<file path="src/rtl/imm_pkg.sv">
// Shared constants for the immediate generator: select codes and default width.
package imm_pkg;

  localparam int XLEN_DEFAULT = 32;

  localparam logic [3:0] SEL_I      = 4'd0;
  localparam logic [3:0] SEL_S      = 4'd1;
  localparam logic [3:0] SEL_B      = 4'd2;
  localparam logic [3:0] SEL_AUIPC  = 4'd3;
  localparam logic [3:0] SEL_J      = 4'd4;
  localparam logic [3:0] SEL_LUI    = 4'd5;
  localparam logic [3:0] SEL_ZIMM   = 4'd6;
  localparam logic [3:0] SEL_SHAMT5 = 4'd7;
  localparam logic [3:0] SEL_SHAMT6 = 4'd8;

endpackage

</file>
<file path="src/rtl/imm_decode.sv">
// Combinational immediate decoder: extracts and extends the immediate
// selected by imm_sel from instruction bits [31:7].
module imm_decode
  import imm_pkg::*;
#(
  parameter int XLEN = XLEN_DEFAULT
) (
  input  logic [24:0]     instr,
  input  logic [3:0]      imm_sel,
  output logic [XLEN-1:0] imm,
  output logic            illegal
);

  logic [31:0] ir;
  logic [31:0] v32;

  // Every format fits in 32 bits; zero-extended formats leave bit 31 clear,
  // so a single sign extension from bit 31 covers all of them at any XLEN.
  always_comb begin
    ir      = {instr, 7'b0};
    v32     = '0;
    illegal = 1'b0;
    case (imm_sel)
      SEL_I:             v32 = {{20{ir[31]}}, ir[31:20]};
      SEL_S:             v32 = {{20{ir[31]}}, ir[31:25], ir[11:7]};
      SEL_B:             v32 = {{19{ir[31]}}, ir[31], ir[7], ir[30:25], ir[11:8], 1'b0};
      SEL_AUIPC, SEL_LUI: v32 = {ir[31:12], 12'b0};
      SEL_J:             v32 = {{11{ir[31]}}, ir[31], ir[19:12], ir[20], ir[30:21], 1'b0};
      SEL_ZIMM:          v32 = {27'b0, ir[19:15]};
      SEL_SHAMT5:        v32 = {27'b0, ir[24:20]};
      SEL_SHAMT6: begin
        if (XLEN == 32) illegal = 1'b1;
        else            v32 = {26'b0, ir[25:20]};
      end
      default:           illegal = 1'b1;
    endcase
  end

  assign imm = XLEN'($signed(v32));

endmodule

</file>
<file path="src/rtl/imm_gen_pipe.sv">
// Pipelined immediate generator: decode at the input, then a two-entry
// (output register + skid register) elastic buffer with an illegal counter.
module imm_gen_pipe
  import imm_pkg::*;
#(
  parameter int XLEN = XLEN_DEFAULT
) (
  input  logic            clk,
  input  logic            rst,
  input  logic            in_valid,
  output logic            in_ready,
  input  logic [24:0]     instr,
  input  logic [3:0]      imm_sel,
  output logic            out_valid,
  input  logic            out_ready,
  output logic [XLEN-1:0] imm,
  output logic            illegal,
  output logic [7:0]      err_cnt
);

  logic [XLEN-1:0] dec_imm;
  logic            dec_ill;

  imm_decode #(.XLEN(XLEN)) u_decode (
    .instr   (instr),
    .imm_sel (imm_sel),
    .imm     (dec_imm),
    .illegal (dec_ill)
  );

  logic            skid_valid;
  logic [XLEN-1:0] skid_imm;
  logic            skid_ill;

  // Handshake: a transfer happens on a rising edge where valid && ready are
  // both high; valid never waits on ready, and in_ready is a pure register.
  logic in_fire, out_fire, drain, skid_load, skid_valid_nxt;

  always_comb begin
    in_fire        = in_valid & in_ready;
    out_fire       = out_valid & out_ready;
    drain          = out_fire | ~out_valid;
    skid_load      = in_fire & (skid_valid | ~drain);
    skid_valid_nxt = skid_load | (skid_valid & ~drain);
  end

  always_ff @(posedge clk) begin
    if (rst) begin
      out_valid  <= 1'b0;
      in_ready   <= 1'b1;
      imm        <= '0;
      illegal    <= 1'b0;
      err_cnt    <= '0;
      skid_valid <= 1'b0;
      skid_imm   <= '0;
      skid_ill   <= 1'b0;
    end else begin
      // Output slot frees up: oldest entry (skid first) moves in.
      if (drain) begin
        if (skid_valid) begin
          out_valid <= 1'b1;
          imm       <= skid_imm;
          illegal   <= skid_ill;
        end else if (in_fire) begin
          out_valid <= 1'b1;
          imm       <= dec_imm;
          illegal   <= dec_ill;
        end else begin
          out_valid <= 1'b0;
        end
      end

      if (skid_load) begin
        skid_imm <= dec_imm;
        skid_ill <= dec_ill;
      end
      skid_valid <= skid_valid_nxt;
      in_ready   <= ~skid_valid_nxt;

      if (out_fire && illegal && (err_cnt != 8'hFF))
        err_cnt <= err_cnt + 8'd1;
    end
  end

endmodule

</file>
<file path="config.mk">
export PLATFORM = sky130hd
export DESIGN_NAME = imm_gen_pipe
export DESIGN_NICKNAME = d
export VERILOG_FILES = /design/src/rtl/imm_pkg.sv /design/src/rtl/imm_decode.sv /design/src/rtl/imm_gen_pipe.sv
export SDC_FILE = /design/constraint.sdc
export NUM_CORES = 1
export LEC_CHECK = 0
export BUFFER_PORTS_ARGS = -buffer_cell sky130_fd_sc_hd__buf_2
export CORE_MARGIN = 2
export CORE_UTILIZATION = 59
export DETAILED_ROUTE_END_ITERATION = 12
export PLACE_DENSITY = 0.94
export SLEW_MARGIN = 20
export SYNTH_ARGS = -nofsm -noshare
export SYNTH_HDL_FRONTEND = slang
export SYNTH_SLANG_ARGS = --single-unit
</file>
<file path="constraint.sdc">
create_clock -name clk -period 4.3 [get_ports clk]
set_input_delay 0 -clock clk [delete_from_list [all_inputs] [get_ports clk]]
set_output_delay 0 -clock clk [all_outputs]
set_load 0.01 [all_outputs]
</file>
==> impl_metrics.ini, run 1 <==
[outcome]
status = completed

[sta]
finalWorstSetupSlack_ns = 1.83
min_period_over_period_pct = 57.6
final.min_clock_period_ns = 2.47
worstMarginPinSlew_ns = 1.07
clock-skew-final_ns = 0.00839
rsz0062_at_grt = no
setup-tns-final_ns = 0
slew_headroom_pct = 28.9
final_max_slew_viol_count = 0
fin_hold_ws_ns = 0.0195
report.final.hold_viol_count = 0
fmax_ghz = 0.404
final-setup-viol-count = 0

[worst_setup_path]
critical_path_buf_inv_count = 0
timing.critical_path.max_delay_family = simple AND/OR/NAND/NOR gates
arrival_ns = 2.75
critical_path.startpoint_type = flip-flop
category_of_the_most_critical_setup_path = reg2reg
cp_cell_sequence = a21oi_1 -> or2_2 -> or3_1 -> o211ai_1
worst-path-stages = 4
worstPathRequired_ns = 4.57
cp_slowest_stage_delay_ns = 0.80
worstSetupEndpointType = flip-flop
critical_path.max_fanout = 51
worstRegToRegCells = 4
cell_at_the_slowest_stage_of_the_critical_path = sky130_fd_sc_hd__dfxtp_1

[placed_design]
gpl.final_weighted_congestion = 0.891
placed_cell_area_mm2 = 0.00401
detailedPlacementHpwl_mm = 5.97
total_placed_cells_including_tap_cells = 524
pre_cts_ws_ns = 1.91
port-buffer-count = 75

[finish]
n_antenna_cell = 0
post_layout_nonfiller_instances = 553
finalNetCount = 507
proportion_of_layout_cells_with_a_drive_suffix_above_1_pct = 24.7
finish.instance_area_mm2 = 0.00437
areaGrowthSynthToFinish_pct = 18.3
postLayoutCoreUtil_pct = 72.9

[worst_hold_path]
timing.hold.worst_path_depth = 4
timing.hold.worst.class = in2reg

[power]
p_total_mw = 1.62
peakVddDrop_mv = 0.316
power.density_mw_per_mm2 = 371
p_leak_nw = 1.73

[logic_synthesis]
synth_enable_flop_cells = 0
synth-seq-cells = 77
avgSynthCellArea_um2 = 9.05
synth.top_cells.by_count = 77 x sky130_fd_sc_hd__dfxtp_1, 48 x sky130_fd_sc_hd__nor2_1, 30 x sky130_fd_sc_hd__a21oi_1
synthesized_net_count = 442
synth.cell_area_mm2 = 0.00369
synthMostInstantiatedCell = sky130_fd_sc_hd__dfxtp_1
netlist_instances = 408
ys_top_cells_by_area = sky130_fd_sc_hd__dfxtp_1 42%, sky130_fd_sc_hd__a211oi_1 5.3%, sky130_fd_sc_hd__nand3b_1 5.1%
synth_flop_cell = sky130_fd_sc_hd__dfxtp_1
synth.largest_area_cell = sky130_fd_sc_hd__dfxtp_1
synth_top_area_share_pct = 41.7
synthArstFlopShare_pct = 0
synth_warnings = 0
synth_seq_area_share_pct = 41.7
synth_cell_type_count = 54

[grt]
grt_remaining_overflow = 0
grt_use_total_pct = 27.0
grt_first_pass_wirelength_mm = 15.2
grt_start_max_net_pins = 55
antenna_found_initial = 0
first_global_vias = 3188

[cts]
worst_setup_hold_path_clk_slew_ns = 0.08
tritoncts = yes
htreeDepth = 3
cts-buffers-inserted = 9
insertion_delay_ns = 0.36
clk_root_buffer_cell = sky130_fd_sc_hd__clkbuf_8
cts_max_path_buffers = 2
clock_sinks = 77

[floorplan]
floorplan.initialDensity_pct = 61.6
design.core.area_mm2 = 0.00599
chipHeight_um = 83.1
ios = 76
placement_rows = 28
chipWidth_um = 83.1
die_ar_mm2 = 0.00691

[drt]
wl_per_cell_um = 16.7
finalWirelength_mm = 9.26
post-route-drc-count = 0
ant_nets = 0
via_count = 3429
firstDrtPassIters = 5
drtIter0Drc = 307
routed_via_density = 6.20

[flow_run]
max-cap-violations = 0
[sequential cells by signal, indices dropped and copies added (netlist names)]
| signal | count |
|---|---|
| imm | 32 |
| skid_valid | 1 |
| out_valid | 1 |
| in_ready | 1 |
| skid_imm | 32 |
| skid_ill | 1 |
| illegal | 1 |
| err_cnt | 8 |
[what timing repair did]
action	CTS	global route
hold endpoints to repair	16	0
setup endpoints to repair	0	0
buffers inserted	0	0
gates resized for setup	0	0
hold buffers	13	0
[metal layers]
layer / track usage (%) / share of wire [%] / vias to the layer above
met4: 8.94 / 2.1 / 0
met5: 0 / 0 / -
met3: 7.65 / 8.2 / 21
li1: - / - / 1632
met1: 34.6 / 41 / 1601
met2: 43.7 / 48 / 175
[cell families after synthesis]
group,count (synthesis),synth area share [%]
AOI/OAI and AO/OA,117,25.8
xor gates and xnor gates,7,1.66
adders and majority gates,2,0.644
buffers and inverters,38,4.74
DFF,77,41.7
muxes,3,0.813
and+or+nand+nor,164,24.6
[power breakdown]
group | internal (mW) | switching (mW)
combinational | 0.0900 | 0.140
clock | 0.357 | 0.267
sequential | 0.747 | 0.0209
[worst reg2reg max path, stage by stage (launching register included)]
cell and delay [ns]:
sky130_fd_sc_hd__dfxtp_1 0.80, sky130_fd_sc_hd__a21oi_1 0.15, sky130_fd_sc_hd__or2_2 0.71, sky130_fd_sc_hd__or3_1 0.54, sky130_fd_sc_hd__o211ai_1 0.19
[worst paths after layout]
path                               from                    end  slack (ns)
setup / recovery  skid_valid$_SDFF_PP0_    imm[3]$_SDFFE_PP0P_        1.83
hold / removal                out_ready  skid_valid$_SDFF_PP0_        0.02
setup reg to reg  skid_valid$_SDFF_PP0_    imm[3]$_SDFFE_PP0P_        1.83
hold reg to reg   skid_ill$_SDFFE_PP0P_  skid_ill$_SDFFE_PP0P_        0.46
[layout make-up]
type / instances / area (µm²)
timing repair buffer: 91 / 528
inverter: 1 / 3.75
multi-input combinational: 293 / 1980
sequential: 77 / 1540
clock inverter: 4 / 70.1
tap: 75 / 93.8
clock buffer: 12 / 155
fill: 429 / 1620
[cells in the final DEF, fill, tap and decap left out, types with 2 or more instances in the layout]
master and n:
sky130_fd_sc_hd__and2_1 2, sky130_fd_sc_hd__o211ai_1 5, sky130_fd_sc_hd__a211oi_1 26, sky130_fd_sc_hd__a211o_1 2, sky130_fd_sc_hd__and3_1 2, sky130_fd_sc_hd__nand3_1 3, sky130_fd_sc_hd__dfxtp_1 77, sky130_fd_sc_hd__nand3b_1 25
sky130_fd_sc_hd__o21ai_0 2, sky130_fd_sc_hd__or3_1 4, sky130_fd_sc_hd__o2111ai_1 2, sky130_fd_sc_hd__a221oi_1 6, sky130_fd_sc_hd__nor3_1 8, sky130_fd_sc_hd__or2_2 2, sky130_fd_sc_hd__nor2_1 48, sky130_fd_sc_hd__xnor2_1 4
sky130_fd_sc_hd__bufinv_16 2, sky130_fd_sc_hd__a32oi_1 2, sky130_fd_sc_hd__clkbuf_8 11, sky130_fd_sc_hd__mux2i_1 3, sky130_fd_sc_hd__o31ai_1 2, sky130_fd_sc_hd__nand4_1 2, sky130_fd_sc_hd__nand2_1 27, sky130_fd_sc_hd__nand4b_1 4
sky130_fd_sc_hd__a222oi_1 4, sky130_fd_sc_hd__a21oi_1 30, sky130_fd_sc_hd__xor2_1 3, sky130_fd_sc_hd__nor3_2 2, sky130_fd_sc_hd__o41ai_2 11, sky130_fd_sc_hd__nor2b_1 25, sky130_fd_sc_hd__nor3b_2 2, sky130_fd_sc_hd__clkinv_2 2
sky130_fd_sc_hd__o41ai_1 9, sky130_fd_sc_hd__dlygate4sd3_1 13, sky130_fd_sc_hd__buf_4 3, sky130_fd_sc_hd__a21oi_2 2, sky130_fd_sc_hd__a22o_1 7, sky130_fd_sc_hd__nand2b_1 3, sky130_fd_sc_hd__buf_2 75
Note: power is estimated with default switching activity, not from simulation.
==> run 2: changes to the inputs <==
ABC_AREA = 1   (was unset)
CORE_UTILIZATION = 49   (was 59)
PLACE_DENSITY = 0.85   (was 0.94)
clock period = 2.2 ns   (was 4.3 ns; I/O delays follow)
==> run 2 against run 1 <==
  * Critical endpoint is now skid_imm[18]$_SDFFE_PP0P_
  * Largest power group unchanged
  * Clock power is 84% higher
  * Fmax rose by 49%
  * Synthesized cell count rose by 30%
  * Largest cell class unchanged
==> impl_metrics.ini, run 2 <==
[power]
power.sequential.fraction_pct = 48.2
share_clk_of_total_power_pct = 36.0
peakVddDrop_mv = 0.315
internal-power_mw = 2.30
power_switching_mw = 0.877
p_leak_nw = 2.11
power.combinational.fraction_pct = 15.8
power.density_mw_per_mm2 = 722
netSwitchingFraction_pct = 27.6

[logic_synthesis]
synth-seq-cells = 77
synth_flop_cell = sky130_fd_sc_hd__dfxtp_1
synth.largest_area_cell = sky130_fd_sc_hd__dfxtp_1
ys_top_cells_by_area = sky130_fd_sc_hd__dfxtp_1 42%, sky130_fd_sc_hd__a21oi_1 11%, sky130_fd_sc_hd__nand2_1 11%
synth_warnings = 0
synth_enable_flop_cells = 0
synthesized_net_count = 563
synth_cell_type_count = 30
avgSynthCellArea_um2 = 6.88
synth_seq_area_share_pct = 42.4
netlist_instances = 529
synthMostInstantiatedCell = sky130_fd_sc_hd__nand2_1
synth_top_area_share_pct = 42.4
synth.top_cells.by_count = 108 x sky130_fd_sc_hd__nand2_1, 81 x sky130_fd_sc_hd__a21oi_1, 77 x sky130_fd_sc_hd__dfxtp_1
synth.cell_area_mm2 = 0.00364
synthArstFlopShare_pct = 0

[finish]
areaGrowthSynthToFinish_pct = 21.1
proportion_of_layout_cells_with_a_drive_suffix_above_1_pct = 19.8
postLayoutCoreUtil_pct = 61.0
mostFrequentLayoutCells = 108 x sky130_fd_sc_hd__nand2_1, 81 x sky130_fd_sc_hd__a21oi_1, 77 x sky130_fd_sc_hd__dfxtp_1
finalNetCount = 640
reg_top3 = imm x32, skid_imm x32, err_cnt x8
num-fill-cells = 670
n_antenna_cell = 0
multi_input_comb_area_mm2 = 0.00180
layout_commonest_cell = sky130_fd_sc_hd__nand2_1
layout.area.seq_mm2 = 0.00154

[sta]
slew_headroom_pct = 71.0
worstMarginPinSlew_ns = 0.435
fin_hold_ws_ns = 0.0203
final.min_clock_period_ns = 1.66
report.final.hold_viol_count = 0
final-setup-viol-count = 0
fmax_ghz = 0.603
final_max_slew_viol_count = 0
min_period_over_period_pct = 75.4
clock-skew-final_ns = 0.00888
setup-tns-final_ns = 0
rsz0062_at_grt = no

[worst_hold_path]
timing.hold.worst_path_depth = 5
timing.hold.worst.class = in2reg

[floorplan]
floorplan.initialDensity_pct = 50.4
design.core.area_mm2 = 0.00721
die_ar_mm2 = 0.00813
placement_rows = 31
chipHeight_um = 90.2
chipWidth_um = 90.2
ios = 76

[grt]
grt_remaining_overflow = 0
first_global_vias = 3641
grt_start_max_net_pins = 48
grt_first_pass_wirelength_mm = 16.7
grt_use_total_pct = 25.1
antenna_found_initial = 0

[worst_setup_path]
critical_path_buf_inv_count = 2
arrival_ns = 1.91
timing.critical_path.max_delay_family = compound AO/OA/AOI/OAI gates
cell_at_the_slowest_stage_of_the_critical_path = sky130_fd_sc_hd__a21oi_4
cp_cell_sequence = nand2_1 -> a21oi_4 -> inv_2 -> o21ai_0 -> inv_1
category_of_the_most_critical_setup_path = reg2reg
worstSetupEndpointType = flip-flop
worst-path-stages = 5
critical_path.max_fanout = 25
critical_path.startpoint_type = flip-flop
worstPathRequired_ns = 2.45
worstRegToRegCells = 5
cp_slowest_stage_delay_ns = 0.40

[drt]
ant_nets = 0
firstDrtPassIters = 5
finalWirelength_mm = 10.1
wl_per_cell_um = 14.2
drtIter0Drc = 472
routed_via_density = 5.43
via_count = 3853
post-route-drc-count = 0

[cts]
clock_sinks = 77
htreeDepth = 3
cts_max_path_buffers = 2
clk_root_buffer_cell = sky130_fd_sc_hd__clkbuf_8
insertion_delay_ns = 0.36
cts_resized = 0
cts-buffers-inserted = 9
tritoncts = yes
worst_setup_hold_path_clk_slew_ns = 0.08

[flow_run]
max-cap-violations = 0

[placed_design]
gpl.final_weighted_congestion = 0.855
port-buffer-count = 75
detailedPlacementHpwl_mm = 6.44

[outcome]
status = completed
==> run 2: cell count changes after synthesis, sizes merged, moves of 27 or more <==
| cell | delta |
|---|---|
| inv | +37 |
| nand2 | +95 |
| nand3 | +27 |
| a21oi | +50 |
| o21ai | +67 |
| a211oi | -27 |
==> run 2: kinds of logic (layout without fill, tap and decap cells) <==
logic type      Yosys count  in the layout  synth area share, %
buf+inv                  69            151                 8.15
fa+ha+maj                 1              1                0.344
simple gates            224            224                 26.5
compound gates          154            154                 21.6
flops                    77             77                 42.4
xor+xnor                  4              4                0.963
==> run 2: worst reg2reg max path, cell delays in order (launching register included) <==
cell and delay (ns):
sky130_fd_sc_hd__dfxtp_1 0.38, sky130_fd_sc_hd__nand2_1 0.15, sky130_fd_sc_hd__a21oi_4 0.40, sky130_fd_sc_hd__inv_2 0.30, sky130_fd_sc_hd__o21ai_0 0.26, sky130_fd_sc_hd__inv_1 0.06
==> run 2: timing repair <==
action	in CTS	in global routing
hold buffers	14	0
endpoints found under the hold margin	21	0
buffers inserted	0	0
==> run 2: path summary, 6_finish.rpt <==
kind / start / slack, ns / to
worst min register to register: skid_ill$_SDFFE_PP0P_ / 0.49 / illegal$_SDFFE_PP0P_
worst max register to register: out_valid$_SDFFE_PP0N_ / 0.54 / skid_imm[18]$_SDFFE_PP0P_
worst min-delay path: instr[2] / 0.02 / skid_imm[2]$_SDFFE_PP0P_
worst max-delay path: out_valid$_SDFFE_PP0N_ / 0.54 / skid_imm[18]$_SDFFE_PP0P_
==> run 2: cell type report <==
| class | instances | area share, % |
|---|---|---|
| Sequential cell | 77 | 35.0 |
| Multi-Input combinational cell | 383 | 40.9 |
| Clock buffer | 11 | 2.98 |
| Inverter | 38 | 3.30 |
| Timing Repair Buffer | 97 | 13.4 |
| Clock inverter | 5 | 1.70 |
| Tap cell | 99 | 2.81 |
==> run 2: per-stage QoR <==
stage / power (mW) / cell area (µm²) / setup WS, ns / instances
final: 3.18 / 4400 / 0.541 / 710
after global placement: 2.02 / 4060 / 0.697 / 680
after detailed placement: 2.04 / 4060 / 0.604 / 680
after global routing: 3.33 / 4400 / 0.403 / 710
after CTS: 3.19 / 4400 / 0.579 / 710
after floorplan: 1.86 / 3640 / 0.803 / 529
==> run 2: routing by layer <==
| metal | GRT usage (%) | vias up | share of wire [%] | routed length [µm] |
|---|---|---|---|---|
| met4 | 12.3 | 0 | 2.0 | 197 |
| met2 | 40.8 | 188 | 47 | 4740 |
| li1 | - | 1883 | - | - |
| met1 | 31.5 | 1762 | 43 | 4270 |
| met5 | 0 | - | 0 | 0 |
| met3 | 5.53 | 20 | 8.3 | 836 |
==> run 2: power by group through the flow <==
stage          Combinational [mW]  Clock [mW]  Sequential (mW)
2_1_floorplan               0.277           0             1.58
3_3_place_gp                0.465           0             1.56
3_5_place_dp                0.475           0             1.56
4_1_cts                     0.498        1.17             1.53
5_1_grt                     0.559        1.23             1.54
6_report                    0.503        1.15             1.53
